<file path="src/rtl/tone_generator_if.sv">
// Note-selector / speaker side of the tone generator: half-period and key level in,
// square wave with its status and phase-tick out.
interface tone_generator_if #(
  parameter int unsigned CNT_W = 32
) ();
  logic             key_on;
  logic [CNT_W-1:0] div_value;
  logic             audio_out;
  logic             playing;
  logic             period_tick;

  modport master (
    output key_on,
    output div_value,
    input  audio_out,
    input  playing,
    input  period_tick
  );

  modport slave (
    input  key_on,
    input  div_value,
    output audio_out,
    output playing,
    output period_tick
  );
endinterface

</file>
<file path="src/rtl/tone_generator.sv">
// Square-wave tone generator: glitch-free pitch changes at phase boundaries,
// release tail after key-up and a stop that always finishes on a complete phase.
module tone_generator #(
  parameter int unsigned CNT_W          = 32,
  parameter int unsigned MIN_DIV        = 2,
  parameter int unsigned RELEASE_CYCLES = 5_000_000
) (
  input  logic             clk,
  input  logic             rst_n,
  tone_generator_if.slave  tone
);

  localparam logic [CNT_W-1:0] MIN_LIM  = CNT_W'(MIN_DIV);
  localparam int unsigned      REL_LAST = (RELEASE_CYCLES == 0) ? 0 : RELEASE_CYCLES - 1;
  localparam int unsigned      REL_W    = (REL_LAST > 0) ? $clog2(REL_LAST + 1) : 1;

  typedef enum logic [1:0] {
    IDLE,
    PLAY,
    RELEASE,
    STOP
  } state_t;

  state_t           state, state_nxt;
  logic [CNT_W-1:0] div_lat, div_lat_nxt;
  logic [CNT_W-1:0] cnt, cnt_nxt;
  logic [REL_W-1:0] rel_cnt, rel_cnt_nxt;
  logic             audio_q, audio_nxt;
  logic             tick_q, tick_nxt;
  logic             playing_q, playing_nxt;
  logic [CNT_W-1:0] div_eff;
  logic             at_toggle;

  function automatic logic [CNT_W-1:0] clamp_div(input logic [CNT_W-1:0] d);
    return (d < MIN_LIM) ? MIN_LIM : d;
  endfunction

  assign div_eff   = clamp_div(tone.div_value);
  assign at_toggle = (state != IDLE) && (cnt == (div_lat - CNT_W'(1)));

  always_comb begin
    state_nxt   = state;
    div_lat_nxt = div_lat;
    cnt_nxt     = cnt;
    rel_cnt_nxt = rel_cnt;
    audio_nxt   = audio_q;
    tick_nxt    = 1'b0;

    // The waveform runs identically in every active state; states only decide when it ends.
    if (state != IDLE) begin
      if (at_toggle) begin
        cnt_nxt     = '0;
        div_lat_nxt = div_eff;
        audio_nxt   = ~audio_q;
        tick_nxt    = 1'b1;
      end else begin
        cnt_nxt = cnt + CNT_W'(1);
      end
    end

    unique case (state)
      IDLE: begin
        cnt_nxt     = '0;
        rel_cnt_nxt = '0;
        audio_nxt   = 1'b0;
        if (tone.key_on) begin
          state_nxt   = PLAY;
          div_lat_nxt = div_eff;
          audio_nxt   = 1'b1;
          tick_nxt    = 1'b1;
        end
      end

      PLAY: begin
        if (!tone.key_on) begin
          rel_cnt_nxt = '0;
          state_nxt   = (RELEASE_CYCLES == 0) ? STOP : RELEASE;
        end
      end

      RELEASE: begin
        if (tone.key_on) begin
          state_nxt   = PLAY;
          rel_cnt_nxt = '0;
        end else if (rel_cnt == REL_W'(REL_LAST)) begin
          state_nxt = STOP;
        end else begin
          rel_cnt_nxt = rel_cnt + REL_W'(1);
        end
      end

      STOP: begin
        if (tone.key_on) begin
          state_nxt = PLAY;
        end else if (at_toggle) begin
          // A low phase that just completed ends silently; a high phase gets its falling edge.
          state_nxt = IDLE;
          cnt_nxt   = '0;
          audio_nxt = 1'b0;
          tick_nxt  = audio_q;
        end
      end

      default: state_nxt = IDLE;
    endcase

    playing_nxt = (state_nxt != IDLE);
  end

  always_ff @(posedge clk or negedge rst_n) begin
    if (!rst_n) begin
      state     <= IDLE;
      div_lat   <= MIN_LIM;
      cnt       <= '0;
      rel_cnt   <= '0;
      audio_q   <= 1'b0;
      tick_q    <= 1'b0;
      playing_q <= 1'b0;
    end else begin
      state     <= state_nxt;
      div_lat   <= div_lat_nxt;
      cnt       <= cnt_nxt;
      rel_cnt   <= rel_cnt_nxt;
      audio_q   <= audio_nxt;
      tick_q    <= tick_nxt;
      playing_q <= playing_nxt;
    end
  end

  assign tone.audio_out   = audio_q;
  assign tone.period_tick = tick_q;
  assign tone.playing     = playing_q;

  a_cnt_bounded : assert property (@(posedge clk) disable iff (!rst_n)
    (state != IDLE) |-> (cnt < div_lat));
  a_div_min : assert property (@(posedge clk) disable iff (!rst_n)
    div_lat >= MIN_LIM);

endmodule

</file>
<file path="src/flat_wrapper.sv">
// flat-port wrapper written by rule: the top's interface ports become plain ports
module tone_generator_flat 
#(
  parameter int unsigned CNT_W          = 32,
  parameter int unsigned MIN_DIV        = 2,
  parameter int unsigned RELEASE_CYCLES = 5_000_000
)
  (clk, rst_n, tone_key_on, tone_div_value, tone_audio_out, tone_playing, tone_period_tick);
  tone_generator_if #(.CNT_W(CNT_W)) tone_i ();
  input  logic clk;
  input  logic rst_n;
  input wire logic [$bits(tone_i.key_on)-1:0] tone_key_on;
  input wire logic [$bits(tone_i.div_value)-1:0] tone_div_value;
  output wire logic [$bits(tone_i.audio_out)-1:0] tone_audio_out;
  output wire logic [$bits(tone_i.playing)-1:0] tone_playing;
  output wire logic [$bits(tone_i.period_tick)-1:0] tone_period_tick;
  assign tone_i.key_on = tone_key_on;
  assign tone_i.div_value = tone_div_value;
  assign tone_audio_out = tone_i.audio_out;
  assign tone_playing = tone_i.playing;
  assign tone_period_tick = tone_i.period_tick;
  tone_generator #(.CNT_W(CNT_W), .MIN_DIV(MIN_DIV), .RELEASE_CYCLES(RELEASE_CYCLES)) u_core (.clk(clk), .rst_n(rst_n), .tone(tone_i));
endmodule
</file>
<file path="config.mk">
export PLATFORM = sky130hd
export DESIGN_NAME = tone_generator_flat
export DESIGN_NICKNAME = d
export VERILOG_FILES = /design/src/rtl/tone_generator_if.sv /design/src/rtl/tone_generator.sv /design/src/flat_wrapper.sv
export SDC_FILE = /design/constraint.sdc
export NUM_CORES = 1
export LEC_CHECK = 0
export BUFFER_PORTS_ARGS = -buffer_cell sky130_fd_sc_hd__buf_4
export CORE_UTILIZATION = 40
export CTS_CLUSTER_DIAMETER = 80
export DETAILED_ROUTE_END_ITERATION = 6
export SKIP_CTS_REPAIR_TIMING = 1
export SLEW_MARGIN = 20
export SYNTH_ARGS = -nofsm -noshare
export SYNTH_HDL_FRONTEND = slang
export SYNTH_SLANG_ARGS = --single-unit
</file>
<file path="constraint.sdc">
create_clock -name clk -period 4.1 [get_ports clk]
set_input_delay 0.615 -clock clk [delete_from_list [all_inputs] [get_ports clk]]
set_output_delay 0.615 -clock clk [all_outputs]
set_load 0.1 [all_outputs]
</file>
==> flow_summary.json, run 1 <==
{
  "status": "finished, final reports clean",
  "dpl.hpwl_mm": 9.518,
  "period_minus_slack_ns": 3.731,
  "async_flop_share": 1.000,
  "dpl-instance-area_sq_um": 6071,
  "area_growth_pct": 13.59,
  "ys_ff_latch": 92,
  "crit_slowest_cell": "or3b_2",
  "num_io_pins": 38,
  "fin_skew_ns": 0.006838,
  "core_area_sq_um": 13510,
  "synth_area_leaders": "dfrtp_1, xor2_1, xnor2_1, mux2_4, nor2_1",
  "required_ns": 4.34,
  "wl_per_cell_um": 16.53,
  "grt_pass1_vias": 4442,
  "initial_utilization": 0.4171,
  "numPortBuffers": 37,
  "grt_usage": 0.1947,
  "die_x_um": 120.7,
  "synth_top_area_frac": 0.4043,
  "hold_viol": 0,
  "start_kind": "register",
  "crit_fanout": 34,
  "relSlewSlack": 0.3445,
  "powerDensity_nw_per_um2": 614.9,
  "drt-initial-drc-count": 283,
  "cpLargestDelayFamily": "compound AO/OA/AOI/OAI gates",
  "irDropWorstVdd_v": 0.0005404,
  "syn_nets": 621,
  "synth_most_common_cell": "dfrtp_1",
  "routed_wl_mm": 13.05,
  "place.gp.congestion": 0.8237,
  "synth_edf_count": 0,
  "synth_commonest_cells": "dfrtp_1, nor2_1, nand2_1, xor2_1, xnor2_1",
  "critPathBufInv": 2,
  "synth_cells": 578,
  "min_path_type": "input pin to async pin",
  "tightest_slew_ns": 0.9797,
  "drc_errors": 0,
  "dr.pass1.iters": 5,
  "fmax_mhz": 268.0,
  "clk_pin_slew_ns": 0.06,
  "clk_path_buf_depth": 2,
  "netlist_area_sq_um": 5633,
  "p_leak_nw": 2.630,
  "yosysSeqAreaShare": 0.4089,
  "drive_above_1_share": 0.1599,
  "num_rows": 42,
  "root_buffer": "clkbuf_16",
  "crit_chain": "inv_1, ha_1, or3b_2, or3_1, o31ai_1, a21oi_1, a311oi_1, o2111ai_4, o22ai_4, buf_12, mux2_2",
  "final-max-slew-violation-count": 0,
  "finalCritPeriodShare": 0.9101,
  "rsz0062_at_grt": "false",
  "nets": 651,
  "grt_pass1_wl_mm": 22.19,
  "die_y_um": 120.7,
  "p_total_mw": 3.934,
  "grt_antenna_before_repair": 0,
  "synth.distinct_cells": 70,
  "cp.arrival_ns": 3.97,
  "vias": 4399,
  "die_area_sq_um": 14560,
  "fin_area_sq_um": 6399,
  "htreeDepth": 3,
  "cts.sinks": 92,
  "ys_warn_count": 0,
  "grt-ovfl-total": 0,
  "cp_slowest_stage_delay_ns": 0.53,
  "num_antenna_cells": 0,
  "setup_tns_ns": 0,
  "tritoncts": "yes",
  "clk_latency_ns": 0.35,
  "viasPerCell": 5.575,
  "grt_max_degree": 69,
  "setup_violations": 0,
  "cts_made_buffers": 9,
  "drv_cap": 0,
  "syn_area_per_cell_sq_um": 9.746,
  "ys.flop_type": "dfrtp_1",
  "path_class": "register to register",
  "end_kind": "register",
  "yosysTopAreaCell": "dfrtp_1",
  "postRouteAntennaNets": 0
}
[cells by family (layout without fill, tap and decap cells)]
family | Yosys count | in the layout | synth area share
and+or+nand+nor | 248 | 248 | 0.2297
DFF | 92 | 92 | 0.4089
xor gates and xnor gates | 84 | 84 | 0.1331
AOI/OAI and AO/OA | 77 | 77 | 0.1002
muxes | 35 | 35 | 0.08241
buffers and inverters | 34 | 69 | 0.02799
adders and majority gates | 8 | 8 | 0.01777
[flip-flops by register name, indices dropped and copies added, names as in the netlist]
name,count
u_core.cnt,32
u_core.div_lat,32
u_core.rel_cnt,23
u_core.state,2
u_core.tone.audio_out,1
u_core.tone.period_tick,1
u_core.tone.playing,1
[metal layers]
metal / part of all wire / track usage
met1: 0.49 / 0.2643
met2: 0.45 / 0.3017
met3: 0.042 / 0.05236
met4: 0.018 / 0.06019
met5: 0 / 0
[report_power, final]
part	switching [mW]	internal, mW	leakage, nW
Combinational	0.874	0.716	1.27
Clock	0.360	0.554	0.156
Sequential	0.319	1.11	1.20
[layout make-up]
class,count,area (sq um)
Multi-Input combinational cell,452,3178
Sequential cell,92,2303
Timing Repair Buffer,42,327.8
Fill cell,1248,7107
Clock buffer,11,242.7
Tap cell,176,220.2
Inverter,11,41.29
Clock inverter,5,85.08
[worst reg2reg max path: stages, from the launching register on]
cell and delay [ns]:
dfrtp_1 0.43, inv_1 0.10, ha_1 0.17, or3b_2 0.53, or3_1 0.47, o31ai_1 0.31, a21oi_1 0.11, a311oi_1 0.43
o2111ai_4 0.25, o22ai_4 0.19, buf_12 0.26, mux2_2 0.37
[final timing paths]
path	start	endpoint	slack, ns	cells past startpoint
max reg2reg	u_core.div_lat[0]	u_core.div_lat[3]	0.37	11
max in group asynchronous	rst_n	u_core.div_lat[29]	2.84	2
min	rst_n	u_core.div_lat[14]	0.38	1
min in group clk	u_core.rel_cnt[9]	u_core.rel_cnt[9]	0.48	1
max	u_core.div_lat[0]	u_core.div_lat[3]	0.37	11
min reg2reg	u_core.rel_cnt[9]	u_core.rel_cnt[9]	0.48	1
[through the flow]
stage | cells | hold WS (ns) | setup slack (ns) | utilization
5_1_grt | 789 | 0.4469 | 0.1897 | 0.4738
6_report | 789 | 0.3796 | 0.3687 | 0.4738
3_3_place_gp | 773 | 0.4618 | 0.4477 | 0.4495
4_1_cts | 789 | 0.4160 | 0.3594 | 0.4738
3_5_place_dp | 773 | 0.4759 | 0.3669 | 0.4495
2_1_floorplan | 578 | 0.3194 | 0.5571 | -
[layout by cell type, fill, tap and decap left out, types with 18 or more instances in the layout]
cell and instances:
buf_4 41, a21oi_1 19, xor2_1 44, dfrtp_1 91
xnor2_1 39, nor2_1 73, mux2_4 20, nor4_1 18
nand3_1 19, nand2_1 44, nor3_1 18
(Power assumes the default switching activity.)
==> run 2: changes to the inputs <==
Clock period 4.1 ns to 4.5 ns, I/O delays scaled along.
==> flow_summary.json, run 2 (same netlist as run 1, synthesis figures left out) <==
{
  "initial_utilization": 0.4171,
  "grt_antenna_before_repair": 0,
  "place_ws_ns": 0.7502,
  "status": "finished, final reports clean",
  "clk_latency_ns": 0.35,
  "period_minus_slack_ns": 3.745,
  "grt_pass1_wl_mm": 21.76,
  "top_regs": "u_core.cnt (32), u_core.div_lat (32), u_core.rel_cnt (23)",
  "grt-ovfl-total": 0,
  "numPortBuffers": 37,
  "drive_above_1_share": 0.1588,
  "final-max-slew-violation-count": 0,
  "layout_setup_ws_ns": 0.7549,
  "dr.pass1.iters": 4,
  "cts.sinks": 92,
  "tightest_slew_ns": 0.9599,
  "met2_usage": 0.3035,
  "crit_slowest_cell": "or3b_2",
  "routed_wl_mm": 12.77,
  "num_rows": 42,
  "grt_busiest_layer": "met2",
  "viasPerCell": 5.564,
  "num_io_pins": 38,
  "drv_cap": 0,
  "core_area_sq_um": 13510,
  "drt-initial-drc-count": 255,
  "fin_skew_ns": 0.01154,
  "vias": 4379,
  "die_area_sq_um": 14560,
  "num_antenna_cells": 0,
  "path_class": "register to register",
  "fmax_mhz": 267.0,
  "nets": 649,
  "clk_path_buf_depth": 2,
  "cp.arrival_ns": 3.98,
  "die_y_um": 120.7,
  "hold_viol": 0,
  "use_met3": 0.04057,
  "place.gp.congestion": 0.8800,
  "required_ns": 4.73,
  "drc_errors": 0,
  "cpLargestDelayFamily": "simple AND/OR/NAND/NOR gates",
  "root_buffer": "clkbuf_16",
  "powerDensity_nw_per_um2": 544.0,
  "grt_max_degree": 62,
  "wl_per_cell_um": 16.23,
  "setup_violations": 0,
  "irDropWorstVdd_v": 0.0004888,
  "p_total_mw": 3.444,
  "grt_usage": 0.1915,
  "end_kind": "register",
  "relSlewSlack": 0.3577,
  "htreeDepth": 3,
  "crit_chain": "inv_1, ha_1, or3b_2, or3_1, or4_1, a221oi_2, o2111ai_4, o22ai_4, buf_12, mux2_2",
  "cts_made_buffers": 9,
  "most-common-layout-cells": "dfrtp_1, nor2_1, nand2_1, xor2_1",
  "die_x_um": 120.7,
  "critPathBufInv": 2,
  "grt.met1_usage": 0.2639,
  "finalCritPeriodShare": 0.8322,
  "cp_slowest_stage_delay_ns": 0.53,
  "min_path_type": "input pin to async pin",
  "start_kind": "register",
  "crit_fanout": 34,
  "p_leak_nw": 2.604,
  "final_common_cell": "dfrtp_1",
  "rsz0062_at_grt": "false",
  "fin_area_sq_um": 6331,
  "tritoncts": "yes",
  "grt_pass1_vias": 4312,
  "postRouteAntennaNets": 0,
  "dpl.hpwl_mm": 9.376,
  "area_growth_pct": 12.39,
  "clk_pin_slew_ns": 0.07,
  "finalHoldWorstSlack_ns": 0.3915,
  "setup_tns_ns": 0,
  "dpl-instance-area_sq_um": 6056
}
[run 2: stage by stage]
stage,std cells,util
detailed placement,771,0.4484
global placement,771,0.4484
finish,787,0.4688
global route,787,0.4688
floorplan,578,-
CTS,787,0.4688
[run 2: worst paths after layout]
kind / start / to / slack, ns / cells after the start
worst max-delay path: u_core.div_lat[0] / u_core.div_lat[3] / 0.75 / 10
worst max register to register: u_core.div_lat[0] / u_core.div_lat[3] / 0.75 / 10
worst min-delay path: rst_n / u_core.div_lat[16] / 0.39 / 1
worst min register to register: u_core.rel_cnt[9] / u_core.rel_cnt[9] / 0.48 / 1
min in group clk: u_core.rel_cnt[9] / u_core.rel_cnt[9] / 0.48 / 1
max in group asynchronous: rst_n / u_core.div_lat[1] / 3.18 / 2
[run 2: area by class of cell]
class                           count  area [sq um]
Fill cell                        1269          7174
Inverter                           11         41.29
Multi-Input combinational cell    452          3178
Clock buffer                        9         225.2
Timing Repair Buffer               40         312.8
Tap cell                          176         220.2
Clock inverter                      7         50.05
Sequential cell                    92          2303
[run 2: report_power, final]
group | leakage (nW) | switching [mW] | internal (mW)
clock network | 0.140 | 0.333 | 0.377
logic | 1.26 | 0.783 | 0.649
registers | 1.20 | 0.291 | 1.01
[run 2: routing by layer]
layer,routed length [um],vias up
met5,0,-
met4,128,0
met3,591,10
met2,5820,99
met1,6232,2143
li1,-,2127
==> run 3: changes to the inputs <==
Clock period 4.5 ns to 3.7 ns, I/O delays scaled along.
==> flow_summary.json, run 3 (same netlist as run 1, synthesis figures left out) <==
{
  "clk_latency_ns": 0.36,
  "cts.sinks": 92,
  "powerDensity_nw_per_um2": 682.4,
  "die_area_sq_um": 14560,
  "final_cell_count_no_fill": 797,
  "area_growth_pct": 15.33,
  "dr.pass1.iters": 4,
  "reg2reg_depth": 11,
  "grt_pass1_vias": 4398,
  "tritoncts": "yes",
  "hold_viol": 0,
  "vias": 4398,
  "relSlewSlack": 0.4625,
  "grt-ovfl-total": 0,
  "irDropWorstVdd_v": 0.0004157,
  "end_kind": "register",
  "grt_antenna_before_repair": 0,
  "place_ws_ns": 0.1155,
  "die_y_um": 120.7,
  "num_rows": 42,
  "drc_errors": 0,
  "p_leak_nw": 2.686,
  "period_minus_slack_ns": 3.558,
  "viasPerCell": 5.518,
  "core_area_sq_um": 13510,
  "rsz0062_at_grt": "false",
  "setup_tns_ns": 0,
  "top_regs": "u_core.cnt (32), u_core.div_lat (32), u_core.rel_cnt (23)",
  "root_buffer": "clkbuf_16",
  "place.gp.congestion": 0.8903,
  "fmax_mhz": 281.1,
  "layout_setup_ws_ns": 0.1420,
  "die_x_um": 120.7,
  "cp.arrival_ns": 3.81,
  "drv_cap": 0,
  "grt_usage": 0.1925,
  "nets": 659,
  "num_antenna_cells": 0,
  "grt_pass1_wl_mm": 21.84,
  "setup_violations": 0,
  "finalCritPeriodShare": 0.9616,
  "path_class": "register to register",
  "start_kind": "register",
  "cts_made_buffers": 9,
  "most-common-layout-cells": "dfrtp_1, nor2_1, buf_4",
  "min_path_type": "input pin to async pin",
  "tightest_slew_ns": 0.8046,
  "critPathLaunch": "u_core.div_lat[0]",
  "drt-initial-drc-count": 214,
  "fin_skew_ns": 0.009620,
  "htreeDepth": 3,
  "routed_wl_mm": 13.22,
  "dp_cells": 779,
  "wl_per_cell_um": 16.59,
  "status": "finished, final reports clean",
  "r2r_start": "u_core.div_lat[0]",
  "crit_fanout": 17,
  "final-max-slew-violation-count": 0,
  "numPortBuffers": 37,
  "drive_above_1_share": 0.1739,
  "num_io_pins": 38,
  "clk_pin_slew_ns": 0.07,
  "initial_utilization": 0.4171,
  "dpl.hpwl_mm": 9.550,
  "clk_path_buf_depth": 2,
  "postRouteAntennaNets": 0,
  "final_common_cell": "dfrtp_1",
  "required_ns": 3.95,
  "grt_max_degree": 78
}
run 3: layer usage:
layer,GRT usage,wire [um]
met1,0.2540,6407
met2,0.2989,5972
met3,0.05189,586
met4,0.07716,255
met5,0,0
run 3: report_power, final:
| group | internal, mW | leakage (nW) | total, mW | switching, mW |
|---|---|---|---|---|
| Clock | 0.543 | 0.156 | 0.991 | 0.448 |
| Combinational | 0.863 | 1.33 | 1.85 | 0.988 |
| Sequential | 1.23 | 1.20 | 1.59 | 0.362 |
| Total | 2.64 | 2.69 | 4.43 | 1.80 |
run 3: stage by stage:
step                      total power, mW    util  hold WS, ns  instance area, sq um
after global placement              3.367  0.4538       0.4588                  6128
after CTS                           4.418  0.4773       0.3986                  6446
after floorplan                     2.916       -       0.2594                  5633
after detailed placement            3.409  0.4538       0.4826                  6128
final                               4.433  0.4810       0.1432                  6496
after global routing                4.696  0.4810       0.1736                  6496
run 3: path summary, 6_finish.rpt:
path / end / slack (ns)
setup reg to reg: u_core.div_lat[7] / 0.14
max in group asynchronous: u_core.rel_cnt[9] / 2.68
setup / recovery: u_core.div_lat[7] / 0.14
hold / removal: u_core.div_lat[15] / 0.14
hold reg to reg: u_core.rel_cnt[9] / 0.49
min in group clk: u_core.div_lat[28] / 0.41
run 3: cell type report:
| cell class | count | area [sq um] |
|---|---|---|
| Clock inverter | 7 | 92.59 |
| Multi-Input combinational cell | 452 | 3183 |
| Timing Repair Buffer | 50 | 430.4 |
| Inverter | 11 | 41.29 |
| Fill cell | 1265 | 7009 |
| Clock buffer | 9 | 225.2 |
| Tap cell | 176 | 220.2 |
| Sequential cell | 92 | 2303 |
run 3: critical path: stages, from the launching register on:
cell and delay [ns]:
dfrtp_1 0.38, inv_1 0.08, ha_1 0.18, or3b_2 0.54, or3_4 0.41, o31ai_1 0.30
a21oi_1 0.12, a311oi_1 0.44, o2111ai_4 0.18, o22ai_4 0.23, clkbuf_16 0.26, mux2_4 0.31
